## config.mk

```make
export PLATFORM = sky130hd
export DESIGN_NAME = stream_unpacker
export DESIGN_NICKNAME = d
export VERILOG_FILES = /design/src/rtl/stream_unpacker.sv
export SDC_FILE = /design/constraint.sdc
export NUM_CORES = 1
export LEC_CHECK = 0
export CAP_MARGIN = 0
export CORE_MARGIN = 1.5
export CORE_UTILIZATION = 50
export CTS_CLUSTER_DIAMETER = 50
export DETAILED_ROUTE_END_ITERATION = 8
export PLACE_DENSITY = 0.86
export SLEW_MARGIN = 20
export SYNTH_ARGS = -nofsm -noshare
export SYNTH_HDL_FRONTEND = slang
export SYNTH_SLANG_ARGS = --single-unit
```

## constraint.sdc

```tcl
create_clock -name clk -period 3.9 [get_ports clk]
set_input_delay 0.78 -clock clk [delete_from_list [all_inputs] [get_ports clk]]
set_output_delay 0.78 -clock clk [all_outputs]
set_load 0.005 [all_outputs]
```

## src/rtl/stream_unpacker.sv

```systemverilog
// stream_unpacker: width-down stream converter, one wide word in,
// its valid lanes out one beat at a time, least-significant lane first.
module stream_unpacker #(
    parameter int DATA_W = 8,
    parameter int RATIO  = 4,
    parameter int IDX_W  = $clog2(RATIO)
) (
    input  logic                      clk,
    input  logic                      nrst,
    input  logic [DATA_W*RATIO-1:0]   a_data,
    input  logic [IDX_W-1:0]          a_nbeats_m1,
    input  logic                      a_valid,
    output logic                      a_ready,
    output logic [DATA_W-1:0]         b_data,
    output logic                      b_valid,
    input  logic                      b_ready,
    output logic                      b_last
);

    typedef enum logic {
        IDLE  = 1'b0,
        DRAIN = 1'b1
    } state_t;

    state_t state;
    state_t state_nxt;

    logic [RATIO-1:0][DATA_W-1:0] hold;
    logic [IDX_W-1:0]             idx;
    logic [IDX_W-1:0]             last_idx;

    logic busy;
    logic a_fire;
    logic b_fire;
    logic at_last;

    assign busy    = (state == DRAIN);
    assign at_last = busy & (idx == last_idx);
    assign b_fire  = busy & b_ready;
    // Last-beat handoff lets the next word load with no idle cycle between words.
    assign a_ready = nrst & (~busy | (b_fire & at_last));
    assign a_fire  = a_valid & a_ready;

    always_ff @(posedge clk or negedge nrst) begin
        if (!nrst) begin
            state <= IDLE;
        end else begin
            state <= state_nxt;
        end
    end

    always_comb begin
        state_nxt = state;
        unique case (state)
            IDLE: begin
                if (a_fire) begin
                    state_nxt = DRAIN;
                end
            end
            DRAIN: begin
                if (b_fire && at_last && !a_fire) begin
                    state_nxt = IDLE;
                end
            end
            default: state_nxt = IDLE;
        endcase
    end

    always_ff @(posedge clk or negedge nrst) begin
        if (!nrst) begin
            hold     <= '0;
            idx      <= '0;
            last_idx <= '0;
        end else if (a_fire) begin
            hold     <= a_data;
            last_idx <= a_nbeats_m1;
            idx      <= '0;
        end else if (b_fire && at_last) begin
            idx <= '0;
        end else if (b_fire) begin
            idx <= idx + 1'b1;
        end
    end

    always_comb begin
        b_valid = busy;
        b_last  = at_last;
        b_data  = hold[idx];
    end

endmodule
```

==> results of run 1 <==
## cell families after synthesis
| family | after synthesis |
|---|---|
| AND/OR/NAND/NOR | 11 |
| XOR/XNOR | 2 |
| AO/OA/AOI/OAI | 6 |
| multiplexers | 42 |
| buffers and inverters | 6 |
| flip-flops | 37 |
## layout make-up
class,instances,share of cell area (%)
flip-flops and latches,37,42.0
multi-input cells,61,30.9
repair buffers,50,22.2
well taps,44,2.50
clock buffers,8,2.21
inverters,1,0.170
## critical path: cells and delay by family (launching register included)
family / cells / cell delay [ns]
XOR/XNOR: 1 / 0.25
buffers and inverters: 1 / 0.50
flip-flops: 1 / 0.81
AND/OR/NAND/NOR: 3 / 0.44
## cell usage in the layout, fill, tap and decap left out, drive strengths merged
cell	netlist	layout
xnor2	2	2
a211o	1	1
a21oi	3	3
nand3	1	1
o211ai	1	1
and2	1	1
o22ai	1	1
dfrtp	37	37
mux2	34	34
and3	1	1
nor3	1	1
mux4	8	8
buf	5	3
or3	1	1
inv	1	1
nand2	6	6
clkbuf	0	8
clkdlybuf4s50	0	47
## synth_stat cells (2+ instances only)
master   number
dfrtp_1      37
mux2_2       30
mux4_2        8
nand2_1       6
mux2_1        4
buf_6         3
a21oi_1       2
xnor2_1       2
## state kept, by name (all words and copies together) (netlist names)
register  flops
b_valid       1
last_idx      2
hold         32
idx           2
## power groups by stage
| stage | logic, mW | registers, mW | clock network (mW) |
|---|---|---|---|
| floorplan | 0.485 | 0.663 | 0 |
| global placement | 0.701 | 0.725 | 0 |
| detailed placement | 0.723 | 0.741 | 0 |
| CTS | 0.728 | 0.732 | 0.193 |
| global route | 0.778 | 0.757 | 0.211 |
| finish | 0.718 | 0.727 | 0.183 |
## worst max-delay path by stage
stage | startpoint | end | slack (ns) | depth (start not counted)
after global routing | idx[0] | a_ready | 0.60 | 5
after CTS | idx[0] | a_ready | 0.73 | 5
final | idx[0] | a_ready | 0.78 | 5
after detailed placement | b_ready | a_ready | 0.98 | 5
after global placement | b_ready | a_ready | 1.02 | 5
after floorplan | idx[0] | b_data[0] | 1.91 | 2
## per-stage QoR
step	utilization (%)	hold slack [ns]
6_report	71.0	0.494
4_1_cts	71.0	0.497
5_1_grt	71.0	0.515
2_1_floorplan	-	0.453
3_5_place_dp	69.5	0.475
3_3_place_gp	69.5	0.465
## metal layers
metal  up-vias  share of wire (%)
met2        39                 48
met5         -                  0
li1        484                  -
met4         0                1.6
met3         6                8.9
met1       525                 42
==> results.py, run 1 <==
metrics = {
    "clock_tree": {
        "worstSkewPairLatency_ns": 0.33,
        "post-cts-setup-buffers": 0,
        "cts.sinks": 37,
        "cts_tree": "built",
        "htree_levels": 2,
        "clk_pin_slew_ns": 0.10,
        "cts_resized": 0,
        "postCtsHoldBufs": 0,
        "cts_max_path_buffers": 2,
        "cts-root-buf": "clkbuf_4",
        "numCtsBuffers": 5,
    },
    "hold_path": {
        "min_from": "hold[26]",
        "hp-class": "flip-flop to flip-flop",
        "hold_path_depth": 1,
        "holdPathEnd": "hold[26]",
    },
    "route": {
        "ant_nets": 0,
        "vias": 1054,
        "drt_pass1_iterations": 2,
        "totalWireLength_um": 3080,
        "drt-wirelength-per-cell_um": 15.3,
        "drc": 0,
        "drt_iter0_drc": 29,
        "viasPerCell": 5.24,
    },
    "synthesis": {
        "synth_cell_type_count": 20,
        "synth_mux_area_share_pct": 34.1,
        "synth_top_family_by_area": "multiplexers",
        "synth_area_leaders": "dfrtp_1 56%, mux2_2 20%, mux4_2 11%",
        "seq_area_frac_synth_pct": 56.0,
        "synth_area_sq_um": 1650,
        "synth_simple_gate_area_share_pct": 3.10,
        "synth_xor_area_share_pct": 1.06,
        "synth_edf_count": 0,
        "syn_avg_cell_area_sq_um": 15.9,
        "synth-seq-cells": 37,
        "synth_flop_cell": "dfrtp_1",
        "synth_top_area_share_pct": 56.0,
        "synthArstFlopShare_pct": 100,
        "synthAdderAreaFrac_pct": 0,
        "synthCells": 104,
        "synth_compound_area_share_pct": 2.95,
        "yosys_warnings": 0,
        "yosysTopAreaCell": "dfrtp_1",
        "synth.net_count": 142,
    },
    "cells_and_area": {
        "fillers": 248,
        "finalNonFillerCells": 201,
        "syn_to_final_growth_pct": 33.4,
        "antenna_cells": 0,
        "register_area_sq_um": 926,
        "nNetsFinal": 194,
        "layout-drive-gt1-share_pct": 29.9,
        "multi_input_area_sq_um": 681,
        "final_area_sq_um": 2200,
    },
    "global_route": {
        "grt_start_max_net_pins": 39,
        "use_met3_pct": 9.38,
        "grt_usage_pct": 19.3,
        "grtUsageMet2_pct": 32.0,
        "grt_remaining_overflow": 0,
        "use_met1_pct": 22.2,
        "grt_pass1_vias": 1148,
        "grt_pass1_wl_um": 4930,
        "top_usage_layer": "met2",
        "grt_antenna_before_repair": 0,
    },
    "power_and_ir_drop": {
        "p_leak_nw": 0.887,
        "peakVddDrop_mv": 0.420,
        "p_comb_share_pct": 44.1,
        "internal-power_mw": 1.16,
        "p_sw_mw": 0.467,
        "power_frac_seq_pct": 44.6,
        "power_frac_clock_pct": 11.2,
        "power_mw": 1.63,
        "power_density_nw_per_um2": 739,
        "switching_share_pct": 28.7,
    },
    "place": {
        "placed_cells": 193,
        "dp_slack_ns": 0.979,
        "placed_area_sq_um": 2160,
        "post-dp-hpwl_um": 2190,
        "io_buffers": 48,
        "place_congestion": 0.666,
    },
    "floorplan": {
        "rows": 20,
        "die_area_sq_um": 3660,
        "die_h_um": 60.5,
        "core_sq_um": 3100,
        "die_w_um": 60.5,
        "initial_core_util_pct": 53.3,
        "ios": 49,
    },
    "critical_path": {
        "crit_path_top_delay_cell": "dfrtp_1",
        "worst_path_largest_cell_delay_ns": 0.81,
        "worstPathArrival_ns": 2.34,
        "worstPathRequired_ns": 3.12,
        "cp-end-kind": "output port",
        "rr_worst_depth": 5,
        "start_kind": "flip-flop",
        "cp_max_fo": 13,
        "cp_cell_sequence": "xnor2_1 -> nand3_1 -> nand2_1 -> and2_1 -> clkdlybuf4s50_1",
        "rrSetupSlack_ns": 1.56,
        "timing.rr.start": "idx[0]",
        "r2r-end": "hold[1]",
        "worstSetupPathType": "flip-flop to output port",
    },
    "timing": {
        "hold_viol": 0,
        "slew_viol_final": 0,
        "setup-tns-final_ns": 0,
        "fmax_mhz": 321,
        "fin_crit_ns": 3.12,
        "slew_headroom_pct": 52.8,
        "setup_violations": 0,
        "setup_slack_ns": 0.781,
        "fin_skew_ns": 0.00419,
        "period_share_pct": 80.0,
        "tightestPinTransition_ns": 0.708,
        "rsz0062_at_grt": "no",
    },
    "run_status": {
        "status": "completed",
    },
    "flow_run": {
        "max_cap_violations": 0,
    },
}
Power figures use the tool's default switching activity.
==> inputs of run 2 (changes only) <==
- CORE_UTILIZATION: 50 -> 46
- PLACE_DENSITY: 0.86 -> 0.8
- clock period: 3.9 -> 3.2 ns (I/O delays scaled with it)
==> run 2 against run 1 <==
Combinational power is 30% higher. Hold slack lost 0.32 ns. Sequential share of layout area is 0.73 points lower. Final cell count is 2.0% higher. Clock power rose by 52%. Register-to-register slack got worse by 0.51 ns. Non-clock buffer count increased by 2. Via count up 3.3%.
==> results.py, run 2 (synthesis gave the netlist of run 1 again) <==
metrics = {
    "route": {
        "drt_iter0_drc": 47,
        "drt-wirelength-per-cell_um": 15.1,
        "drc": 0,
        "viasPerCell": 5.31,
        "ant_nets": 0,
        "drt_pass1_iterations": 4,
        "totalWireLength_um": 3100,
        "vias": 1089,
    },
    "cells_and_area": {
        "fillers": 245,
        "top_register": "hold",
        "largest_reg_flops": 32,
        "multi_input_area_sq_um": 681,
        "final_cell_mix": "47 x clkdlybuf4s50_1, 37 x dfrtp_1, 30 x mux2_2, 8 x mux4_2, 6 x nand2_1",
        "antenna_cells": 0,
        "layout-drive-gt1-share_pct": 32.7,
        "syn_to_final_growth_pct": 35.7,
        "register_area_sq_um": 926,
        "reg_top3": "hold (32), idx (2), last_idx (2)",
        "nNetsFinal": 196,
        "finalNonFillerCells": 205,
        "final_common_cell": "clkdlybuf4s50_1",
    },
    "floorplan": {
        "ios": 49,
        "die_h_um": 62.9,
        "core_sq_um": 3390,
        "die_area_sq_um": 3960,
        "die_w_um": 62.9,
        "initial_core_util_pct": 48.8,
        "rows": 21,
    },
    "global_route": {
        "top_usage_layer": "met2",
        "grt_antenna_before_repair": 0,
        "use_met1_pct": 21.4,
        "grt_remaining_overflow": 0,
        "grt_pass1_vias": 1159,
        "grt_pass1_wl_um": 5260,
        "use_met3_pct": 8.29,
        "grt_start_max_net_pins": 36,
        "grtUsageMet2_pct": 27.0,
        "grt_usage_pct": 17.8,
    },
    "timing": {
        "fmax_mhz": 352,
        "setup_violations": 0,
        "hold_viol": 0,
        "setup-tns-final_ns": 0,
        "setup_slack_ns": 0.358,
        "tightestPinTransition_ns": 0.448,
        "fin_hold_ws_ns": 0.176,
        "rsz0062_at_grt": "no",
        "period_share_pct": 88.8,
        "fin_crit_ns": 2.84,
        "fin_skew_ns": 0.0139,
        "slew_viol_final": 0,
        "slew_headroom_pct": 70.1,
    },
    "critical_path": {
        "r2r-end": "hold[14]",
        "cp-end-kind": "output port",
        "rrSetupSlack_ns": 1.05,
        "cp_max_fo": 9,
        "worstSetupPathType": "flip-flop to output port",
        "worstPathArrival_ns": 2.20,
        "start_kind": "flip-flop",
        "rr_worst_depth": 5,
        "cp_cell_sequence": "buf_4 -> mux4_2 -> clkdlybuf4s50_1",
        "worstPathRequired_ns": 2.56,
        "worst_path_largest_cell_delay_ns": 0.62,
        "crit_path_top_delay_cell": "dfrtp_1",
        "timing.rr.start": "idx[0]",
    },
    "flow_run": {
        "max_cap_violations": 0,
    },
    "clock_tree": {
        "cts_tree": "built",
        "worstSkewPairLatency_ns": 0.35,
        "cts_max_path_buffers": 2,
        "postCtsHoldBufs": 0,
        "cts.sinks": 37,
        "cts-root-buf": "clkbuf_4",
        "htree_levels": 2,
        "cts_resized": 0,
        "clk_pin_slew_ns": 0.11,
        "numCtsBuffers": 5,
        "post-cts-setup-buffers": 0,
    },
    "place": {
        "place_congestion": 0.739,
        "dp_slack_ns": 0.531,
        "io_buffers": 48,
        "post-dp-hpwl_um": 2210,
        "placed_cells": 197,
    },
    "power_and_ir_drop": {
        "power_density_nw_per_um2": 918,
        "p_leak_nw": 0.912,
        "power_mw": 2.06,
        "peakVddDrop_mv": 0.685,
    },
    "run_status": {
        "status": "completed",
    },
    "hold_path": {
        "hp-class": "input pin to asynchronous set/reset pin",
    },
}
## run 2: area by class of cell
cell class,count,area share [%]
tap,46,2.57
sequential,37,41.3
clock inverter,1,0.223
clock buffer,7,2.90
multi-input combinational,61,30.3
timing repair buffer,52,22.5
inverter,1,0.167
## run 2: stage by stage
stage	utilization (%)	area (sq um)
2_1_floorplan	-	1650
6_report	66.2	2240
4_1_cts	66.2	2240
3_3_place_gp	64.1	2170
5_1_grt	66.2	2240
3_5_place_dp	64.1	2170
## run 2: critical path, delay by kind of cell, from the launching register on
| kind | cells | cell delay (ns) |
|---|---|---|
| mux | 1 | 0.52 |
| buf+inv | 2 | 0.72 |
| flops | 1 | 0.62 |
## run 2: worst max path at each step
stage	from	endpoint	slack (ns)	cells after the start
floorplan	idx[0]	b_data[0]	1.35	2
global placement	b_ready	a_ready	0.59	5
detailed placement	b_ready	a_ready	0.53	5
CTS	idx[0]	b_data[4]	0.33	3
global route	idx[0]	b_data[4]	0.24	3
finish	idx[0]	b_data[4]	0.36	3
## run 2: routing by layer
layer,share of wire (%),vias to the layer above
met1,42,554
met3,9.0,7
met4,2.1,0
met5,0,-
li1,-,491
met2,47,37
## run 2: where the power goes
| group | internal, mW | total [mW] | switching (mW) |
|---|---|---|---|
| Clock | 0.127 | 0.278 | 0.150 |
| Sequential | 0.703 | 0.847 | 0.144 |
| Combinational | 0.639 | 0.934 | 0.295 |
| Total | 1.47 | 2.06 | 0.589 |
